--- config.mk ---
export PLATFORM = sky130hd
export DESIGN_NAME = bcd_step_counter_flat
export DESIGN_NICKNAME = d
export VERILOG_FILES = /design/src/rtl/bcd_step_counter_if.sv /design/src/rtl/bcd_step_counter.sv /design/src/flat_wrapper.sv
export SDC_FILE = /design/constraint.sdc
export NUM_CORES = 1
export LEC_CHECK = 0
export BUFFER_PORTS_ARGS = -buffer_cell sky130_fd_sc_hd__buf_2
export CAP_MARGIN = 20
export CORE_MARGIN = 1.5
export CORE_UTILIZATION = 45
export CTS_BUF_LIST = sky130_fd_sc_hd__clkbuf_16
export DETAILED_ROUTE_END_ITERATION = 10
export GPL_TIMING_DRIVEN = 0
export PLACE_DENSITY_LB_ADDON = 0.12
export SLEW_MARGIN = 20
export SYNTH_ARGS = -nofsm -noshare
export SYNTH_HDL_FRONTEND = slang
export SYNTH_SLANG_ARGS = --single-unit
--- constraint.sdc ---
create_clock -name clk -period 2.2 [get_ports clk]
set_clock_uncertainty 0.1 [all_clocks]
set_input_delay 0.22 -clock clk [delete_from_list [all_inputs] [get_ports clk]]
set_output_delay 0.22 -clock clk [all_outputs]
set_load 0.01 [all_outputs]
--- src/rtl/bcd_step_counter_if.sv ---
// Control and status bundle between a controller and the BCD step counter.
// The controller drives enable/direction/preload; the counter returns the decade code and flags.
interface bcd_step_counter_if;
  logic       en;
  logic       up_dn;
  logic       load;
  logic [3:0] load_val;
  logic [3:0] bcd;
  logic       step;
  logic       tc;
  logic       err;

  modport master (
    output en, up_dn, load, load_val,
    input  bcd, step, tc, err
  );

  modport slave (
    input  en, up_dn, load, load_val,
    output bcd, step, tc, err
  );
endinterface

--- src/rtl/bcd_step_counter.sv ---
// Decade (0-9) up/down counter with a programmable prescaler, synchronous preload,
// registered step/terminal-count pulses and a sticky illegal-preload flag.
module bcd_step_counter #(
  parameter int unsigned PRESCALE = 4
) (
  input  logic               clk,
  input  logic               rst,
  bcd_step_counter_if.slave  bus
);

  localparam logic [7:0] PMAX = 8'(PRESCALE - 1);

  typedef enum logic {IDLE, RUN} state_t;

  state_t     state_q, state_d;
  logic [7:0] pcnt_q, pcnt_d;
  logic [3:0] bcd_q, bcd_d;
  logic       step_q, step_d;
  logic       tc_q, tc_d;
  logic       err_q, err_d;
  logic       tick;
  logic       fire;

  always_ff @(posedge clk or posedge rst) begin
    if (rst) begin
      state_q <= IDLE;
      pcnt_q  <= '0;
      bcd_q   <= '0;
      step_q  <= 1'b0;
      tc_q    <= 1'b0;
      err_q   <= 1'b0;
    end else begin
      state_q <= state_d;
      pcnt_q  <= pcnt_d;
      bcd_q   <= bcd_d;
      step_q  <= step_d;
      tc_q    <= tc_d;
      err_q   <= err_d;
    end
  end

  always_comb begin
    state_d = state_q;
    tick    = 1'b0;
    // Resuming from IDLE continues from the held pcnt, so both states advance on en.
    unique case (state_q)
      IDLE: begin
        tick = bus.en;
        if (bus.en) state_d = RUN;
      end
      RUN: begin
        tick = bus.en;
        if (!bus.en) state_d = IDLE;
      end
      default: state_d = IDLE;
    endcase

    pcnt_d = pcnt_q;
    bcd_d  = bcd_q;
    err_d  = err_q;
    step_d = 1'b0;
    tc_d   = 1'b0;
    fire   = tick && (pcnt_q == PMAX);

    if (bus.load) begin
      pcnt_d = '0;
      if (bus.load_val <= 4'd9) begin
        bcd_d = bus.load_val;
        err_d = 1'b0;
      end else begin
        bcd_d = '0;
        err_d = 1'b1;
      end
    end else if (fire) begin
      pcnt_d = '0;
      step_d = 1'b1;
      if (bus.up_dn) begin
        if (bcd_q >= 4'd9) begin
          bcd_d = '0;
          tc_d  = 1'b1;
        end else begin
          bcd_d = bcd_q + 4'd1;
        end
      end else begin
        if (bcd_q == 4'd0) begin
          bcd_d = 4'd9;
          tc_d  = 1'b1;
        end else if (bcd_q > 4'd9) begin
          bcd_d = 4'd9;
        end else begin
          bcd_d = bcd_q - 4'd1;
        end
      end
    end else if (tick) begin
      pcnt_d = pcnt_q + 8'd1;
    end
  end

  assign bus.bcd  = bcd_q;
  assign bus.step = step_q;
  assign bus.tc   = tc_q;
  assign bus.err  = err_q;

endmodule

--- src/flat_wrapper.sv ---
// flat-port wrapper written by rule: the top's interface ports become plain ports
module bcd_step_counter_flat 
#(
  parameter int unsigned PRESCALE = 4
)
  (clk, rst, bus_en, bus_up_dn, bus_load, bus_load_val, bus_bcd, bus_step, bus_tc, bus_err);
  bcd_step_counter_if bus_i ();
  input  logic clk;
  input  logic rst;
  input wire logic [$bits(bus_i.en)-1:0] bus_en;
  input wire logic [$bits(bus_i.up_dn)-1:0] bus_up_dn;
  input wire logic [$bits(bus_i.load)-1:0] bus_load;
  input wire logic [$bits(bus_i.load_val)-1:0] bus_load_val;
  output wire logic [$bits(bus_i.bcd)-1:0] bus_bcd;
  output wire logic [$bits(bus_i.step)-1:0] bus_step;
  output wire logic [$bits(bus_i.tc)-1:0] bus_tc;
  output wire logic [$bits(bus_i.err)-1:0] bus_err;
  assign bus_i.en = bus_en;
  assign bus_i.up_dn = bus_up_dn;
  assign bus_i.load = bus_load;
  assign bus_i.load_val = bus_load_val;
  assign bus_bcd = bus_i.bcd;
  assign bus_step = bus_i.step;
  assign bus_tc = bus_i.tc;
  assign bus_err = bus_i.err;
  bcd_step_counter #(.PRESCALE(PRESCALE)) u_core (.clk(clk), .rst(rst), .bus(bus_i));
endmodule
[After elaboration in Yosys (flattened, before gate mapping)]
Index checks and enable logic that the tools add are counted.
Storage, ports and cells
  logic and storage cells: 34
  register bits after elaboration: 15
  input bits: 9
  output and inout port bits: 7
Cells by class
  eq/ne operators: 1
  reduce and logical (&&, ||, !) cells: 4
  $add $sub $neg: 3
  multiplexer cells: 18
  order comparisons: 3
Operators by type and width (number)
  4-bit 2-to-1 mux: 7
  8-bit 2-to-1 mux: 3
  8-bit by 1-bit adder with 8-bit output, second input constant: 1
  8-bit by 2-bit equality test with 1-bit output, second input constant: 1
  1-bit 2-to-1 mux: 8
  4-bit by 1-bit adder with 4-bit output, second input constant: 1
  4-bit greater-or-equal comparator, second input constant: 1
  4-bit greater-than comparator, second input constant: 1
  4-bit less-or-equal comparator, second input constant: 1
  4-bit zero test: 1
  4-bit by 1-bit subtractor with 4-bit output, second input constant: 1
  3-bit nonzero test: 1
  2-bit nonzero test: 1
  1-bit logical AND: 1

[Logic depth before layout (Yosys ltp)]
Gate-level depths: netlist of run 1.
  word-level depth: 6
  gate-level depth with buffers: 6
  mapped depth without buffers: 6

[Worst setup path before layout of run 1]
OpenSTA, ideal clock, no wires.
  path kind: reg-to-reg
  start: register u_core.bcd_q[0] (netlist: u_core.bus.bcd[0])
  end: register u_core.bcd_q[3] (netlist: u_core.bus.bcd[3])
  cell stages (with the launch flop): 7
  library setup time: 0.087 ns
  setup slack: 0.427 ns
  arrival: 1.586 ns
  buffers on the path: 0
  data required time: 2.013 ns
  clock period less this slack: 1.773 ns
  cells stage by stage: dfrtp_1 > inv_1 > ha_1 > or3b_2 > a21oi_1 > o221ai_2 > o211ai_1
On the way
  longest elaborated chain between the ends: 6
  elaborated cells on any way between the ends: 11
  those cells by class: add/sub (2); order compare (2); mux (6); reduce/logical (1)
RTL lines
  start, declared: RTL line bcd_step_counter.sv:17  | logic [3:0] bcd_q, bcd_d;
  start signal, assigned: RTL line bcd_step_counter.sv:28  | bcd_q <= '0;
  start signal, assigned: RTL line bcd_step_counter.sv:35  | bcd_q <= bcd_d;
  4-bit by 1-bit subtractor with 4-bit output / 4-bit greater-than comparator (equally long branches): RTL line bcd_step_counter.sv:91, bcd_step_counter.sv:88
  4-bit 2-to-1 mux: RTL line bcd_step_counter.sv:88  | end else if (bcd_q > 4'd9) begin
  4-bit 2-to-1 mux: RTL line bcd_step_counter.sv:85  | if (bcd_q == 4'd0) begin
  4-bit 2-to-1 mux (*): RTL line bcd_step_counter.sv:77  | if (bus.up_dn) begin
  4-bit 2-to-1 mux (*): RTL line bcd_step_counter.sv:74  | end else if (fire) begin
  4-bit 2-to-1 mux (*): RTL line bcd_step_counter.sv:65  | if (bus.load) begin
Mark *: on every way between the ends. The rest lies on a longest branch, timed or not. The select of a mux whose other input is x is not followed.
A chain may end at the register's enable or synchronous reset.

[Worst setup path after layout of run 1]
Ends and elaborated chain as after synthesis.

==> impl_results.md, run 1 <==
- # setup viols final: 0
- Root buffer cell: clkbuf_16
- Post-Syn Area per Cell: 9.00 µm²
- Clk sinks: 15
- Flip-flop and latch count after synthesis: 15
- Status: finished, final reports clean
- ANT cells: 0
- Reg-to-reg endpoint: u_core.bus.bcd[3]
- Crit share post-route: 86.1%
- Rel. slew slack: 61.4%
- Clock Tree Buf Depth: 2
- Gr ovfl total: 0
- IO Pins: 16
- Worst path slowest cell: or3b_2
- Vias/cell: 5.44
- Slew @ Worst Pin: 578 ps
- Worst setup EP type: flop
- CP max stage delay: 480 ps
- Initial antenna violation count: 0
- Cell Pwr Density: 660 nW/µm²
- First-pass iteration count of the detailed router: 4
- Pin count of the biggest net entering global routing: 16
- Starting Density: 48.9%
- Post-cts repair resize count: 0
- GP Congestion: 0.880
- Vias post-DR: 849
- Rows: 16
- Worst-path clk slew: 50 ps
- Post-layout util: 58.5%
- Post-synthesis sequential area ratio: 37.9%
- Total CTS buffers: 3
- DRC viols: 0
- Post-CTS Hold Buffers: 1
- PortBufs: 14
- Worst-Skew Late Latency: 250 ps
- Setup TNS: 0 ps
- Fmax: 0.528 GHz
- Worst Path Required: 2260 ps
- Fin crit period: 1890 ps
- Setup Fix Bufs, Post-CTS: 0
- WHS Endpoint: u_core.bus.step
- Syn Inst Count: 110
- Top cell family by delay on the critical path: simple AND/OR/NAND/NOR gates
- Vias in the first global route: 841
- Synthesized area: 990 µm²
- Number of routed nets with antenna violations: 0
- Max-cap violations: 0
- Mapped Nets: 124
- CTS HTree Levels: 1
- Fill cell count: 186
- Routed wire length: 1980 µm
- CTS tree: yes
- Core Area: 2020 µm²
- DR WL/cell: 12.7 µm
- Share of layout cells above drive strength 1: 18.6%
- Die Ht: 49.9 µm
- Final net count: 144
- Area grow syn2layout: 19.5%
- Hold crit path type: in2reg
- Hold Vio Cnt, Final: 0
- Reg-to-reg startpoint: u_core.bus.bcd[0]
- Reg2reg setup slack: 310 ps
- Unrepaired setup endpoints after global routing: false
- Hold path depth: 2
- Static Leak: 0.543 nW
- Initial DRC Count: 7
- EDFF count, synth: 0
- Warnings, synthesis: 0
- Number of buffers and inverters on the critical path: 1
- Crit-path max FO: 6
- Gr usage total: 19.2%
- CP arrival: 1960 ps
- Max Slew Vio Count: 0
- Post-DP HPWL: 1500 µm
- VDD IR max: 385 µV
- CP startpoint kind: flop
- Hold Startpoint: bus_load
- WS Path Type: reg2reg
- Die area: 2490 µm²
- Yosys cell types: 38
- Crit path cell chain: inv_1 > ha_1 > or3b_2 > a21oi_1 > o221ai_2 > o211ai_1
- Most used DFF post-synth: dfrtp_1
- Die W: 49.9 µm
- Post-synth ARST share: 100%
- First-pass GRT wire length: 3630 µm
- Worst R2R Path Depth: 6
## logic make-up after synthesis
family / Yosys count / synth area share [%]
AND/OR/NAND/NOR: 46 / 25.7
AO/OA/AOI/OAI: 23 / 16.7
flip-flops: 15 / 37.9
buffers and inverters: 12 / 4.80
XOR/XNOR: 5 / 4.42
adder cells (fa/ha/maj): 5 / 6.32
multiplexers: 4 / 4.17
## worst max-delay path by stage
| stage | end | start | cells after the start |
|---|---|---|---|
| after global placement | u_core.bus.bcd[3] | u_core.bus.bcd[0] | 6 |
| after CTS | u_core.bus.bcd[3] | u_core.bus.bcd[0] | 6 |
| after detailed placement | u_core.bus.bcd[3] | u_core.bus.bcd[0] | 6 |
| after global routing | u_core.bus.bcd[2] | u_core.bus.bcd[0] | 6 |
| final | u_core.bus.bcd[3] | u_core.bus.bcd[0] | 6 |
| after floorplan | u_core.bus.bcd[3] | u_core.bus.bcd[0] | 6 |
## state kept, by name, indices dropped and copies added (netlist names)
signal           cells
u_core.pcnt_q        8
u_core.bus.err       1
u_core.bus.step      1
u_core.bus.tc        1
u_core.bus.bcd       4
## cell usage in the layout (no fill, tap or decap), types with 2 or more instances in the layout
cell type   n
a21oi_1     2
buf_2      16
clkbuf_1    2
clkbuf_16   3
dfrtp_1    15
ha_1        5
inv_1       8
mux2i_1     3
nand2_1     7
nand2b_1    3
nand3_1     7
nor2_1     13
nor2b_1     2
nor3_1      4
nor4_1      2
o211ai_1    4
o21ai_0     2
o21ai_1     6
xnor2_1     4
## layout make-up
cell class / count / area, µm² / area share, %
Inverter: 8 / 30.0 / 2.54
Multi-Input combinational cell: 83 / 567 / 47.9
Clock buffer: 3 / 75.1 / 6.35
Timing Repair Buffer: 15 / 80.1 / 6.77
Buffer: 4 / 17.5 / 1.48
Sequential cell: 15 / 375 / 31.7
Clock inverter: 1 / 3.75 / 0.317
Tap cell: 27 / 33.8 / 2.86
## Yosys cell counts, types with 2 or more instances
library cell	count	area share, %
o21ai_0	2	1.0
nor2_1	13	4.9
ha_1	5	6.3
dfrtp_1	15	38
buf_2	2	1.0
nand3_1	7	3.5
nand2b_1	3	1.9
a21oi_1	2	1.0
nand2_1	7	2.7
o21ai_1	6	3.0
nor4_1	2	1.3
nor2b_1	2	1.3
clkbuf_1	2	0.76
inv_1	7	2.7
nor3_1	4	2.0
mux2i_1	3	3.0
xnor2_1	4	3.5
o211ai_1	4	3.0
## stage by stage
step | cells | total power, mW | setup WS (ps) | hold slack, ps | area [µm²]
5_1_grt | 156 | 0.825 | 125 | 168 | 1180
4_1_cts | 156 | 0.792 | 303 | 146 | 1180
3_3_place_gp | 151 | 0.432 | 321 | 196 | 1090
6_report | 156 | 0.780 | 306 | 150 | 1180
3_5_place_dp | 151 | 0.434 | 314 | 211 | 1090
2_1_floorplan | 110 | 0.396 | 427 | 21.5 | 990
## power breakdown
part	internal, mW	total (mW)	switching (mW)	leakage [nW]
Combinational	0.0528	0.128	0.0753	0.299
Clock	0.240	0.349	0.108	0.0423
Sequential	0.289	0.303	0.0148	0.202
## per-layer routing
layer	vias to the layer above	part of all wire, %	GRT usage, %	wire length (µm)
met4	0	2.3	9.72	46
met3	5	3.6	2.73	72
met5	-	0	0	0
li1	442	-	-	-
met2	19	40	28.2	799
met1	383	54	27.4	1060
(Power assumes the default switching activity.)
==> run 2, diff against run 1 <==
clock period = 1.6 ns   (was 2.2 ns; I/O delays follow)
==> impl_results.md, run 2 (synthesis gave the netlist of run 1 again) <==
- Status: finished with violations
- Failing checks: setup timing
- Vias post-DR: 932
- Share of layout cells above drive strength 1: 36.5%
- Reg-to-reg startpoint: u_core.bus.bcd[0]
- DRC viols: 0
- Final cell count without fillers: 164
- Area grow syn2layout: 39.8%
- Worst-Skew Late Latency: 240 ps
- CTS tree: yes
- Rows: 16
- First-pass iteration count of the detailed router: 4
- Slew @ Worst Pin: 569 ps
- Crit path cell chain: buf_12 > ha_4 > or3b_4 > a21oi_4 > o221ai_2 > o211ai_1
- Worst setup EP type: flop
- Post-DP HPWL: 1600 µm
- Gr ovfl total: 0
- Clock Tree Buf Depth: 2
- Most common cell after layout, fill and taps aside: buf_2
- Total CTS buffers: 3
- WHS Endpoint: u_core.bus.bcd[0]
- Max-cap violations: 0
- Placed insts: 151
- Initial antenna violation count: 0
- WS Path Type: reg2reg
- Hold path depth: 3
- Crit share post-route: 107%
- Worst-path clk slew: 40 ps
- Reg2reg setup slack: -110 ps
- Die area: 2490 µm²
- Setup TNS: -307 ps
- Routed wire length: 2430 µm
- Cell Pwr Density: 827 nW/µm²
- IO Pins: 16
- CP startpoint kind: flop
- Max Slew Vio Count: 0
- Hold Startpoint: bus_load_val[0]
- PortBufs: 14
- Root buffer cell: clkbuf_16
- DR WL/cell: 14.8 µm
- Starting Density: 48.9%
- Die W: 49.9 µm
- Max reg flops: 8
- Hold Vio Cnt, Final: 0
- Die Ht: 49.9 µm
- Top cell family by delay on the critical path: flip-flops
- Worst Path Required: 1650 ps
- Number of buffers and inverters on the critical path: 1
- Rel. slew slack: 62.0%
- Hold crit path type: in2reg
- Worst slack at placement: -185 ps
- Gr usage total: 21.1%
- Initial DRC Count: 18
- CP max stage delay: 460 ps
- ANT cells: 0
- Vias/cell: 5.68
- First-pass GRT wire length: 4060 µm
- Fin crit period: 1710 ps
- Biggest register: u_core.pcnt_q
- Final net count: 152
- Pin count of the biggest net entering global routing: 16
- Vias in the first global route: 917
- Post-layout worst setup margin: -115 ps
- Crit-path max FO: 5
- Most frequent cells in the layout: buf_2, nor2_1, dfrtp_1, buf_4, nand3_1
- VDD IR max: 725 µV
- Reg-to-reg endpoint: u_core.bus.bcd[3]
- Static Leak: 0.607 nW
- Core Area: 2020 µm²
- Fmax: 0.583 GHz
- GP Congestion: 0.810
- CP arrival: 1770 ps
- Worst R2R Path Depth: 6
- CTS HTree Levels: 1
- Unrepaired setup endpoints after global routing: true
- Number of routed nets with antenna violations: 0
- Clk sinks: 15
- Worst path slowest cell: dfrtp_2
- # setup viols final: 3
-- run 2: tightest hold or removal path, stage by stage --
cell	delay [ps]
buf_2	90
nand2_1	50
o221ai_1	100
-- run 2: where the power goes --
part	switching [mW]	total [mW]	internal, mW
registers	0.0263	0.424	0.398
logic	0.131	0.253	0.123
clock network	0.137	0.466	0.330
total	0.294	1.14	0.850
-- run 2: routing by layer --
layer | share of wire [%] | up-vias | track usage (%) | routed length [µm]
li1 | - | 456 | - | -
met1 | 46 | 446 | 27.8 | 1110
met2 | 49 | 28 | 34.4 | 1200
met3 | 4.6 | 2 | 5.15 | 112
met4 | 0.33 | 0 | 5.56 | 8
met5 | 0 | - | 0 | 0
-- run 2: worst max path at each step --
stage | to | start | cells after the start | slack [ps]
3_5_place_dp | u_core.bus.bcd[0] | u_core.pcnt_q[0] | 5 | -190
4_1_cts | u_core.bus.bcd[0] | u_core.pcnt_q[5] | 4 | -80
6_report | u_core.bus.bcd[3] | u_core.bus.bcd[0] | 6 | -110
5_1_grt | u_core.bus.bcd[2] | u_core.bus.bcd[0] | 6 | -190
3_3_place_gp | u_core.bus.bcd[0] | u_core.pcnt_q[0] | 5 | -140
2_1_floorplan | u_core.bus.bcd[2] | u_core.pcnt_q[0] | 4 | 30
-- run 2: cell type report --
class | instances | area [µm²]
Multi-Input combinational cell | 83 | 684
Fill cell | 151 | 638
Sequential cell | 15 | 379
Timing Repair Buffer | 23 | 153
Clock buffer | 3 | 75.1
Inverter | 8 | 35.0
Tap cell | 27 | 33.8
Buffer | 4 | 20.0
Clock inverter | 1 | 3.75
-- run 2: timing repair --
action / in CTS / in global routing
cloned: 0 / 0
hold buffers: 1 / 0
endpoints found under the setup margin: 9 / 11
resized for setup: 11 / 10
setup buffers: 6 / 2
pin swaps: 4 / 4
hold endpoints to repair: 15 / 0
-- run 2: stage by stage --
| stage | total power [mW] | util [%] | hold WS, ps | cell area, µm² |
|---|---|---|---|---|
| 2_1_floorplan | 0.558 | - | -38.7 | 1020 |
| 3_3_place_gp | 0.611 | 55.4 | 138 | 1120 |
| 3_5_place_dp | 0.616 | 55.4 | 144 | 1120 |
| 4_1_cts | 1.12 | 64.5 | 127 | 1310 |
| 5_1_grt | 1.20 | 68.4 | 137 | 1380 |
| 6_report | 1.14 | 68.4 | 131 | 1380 |
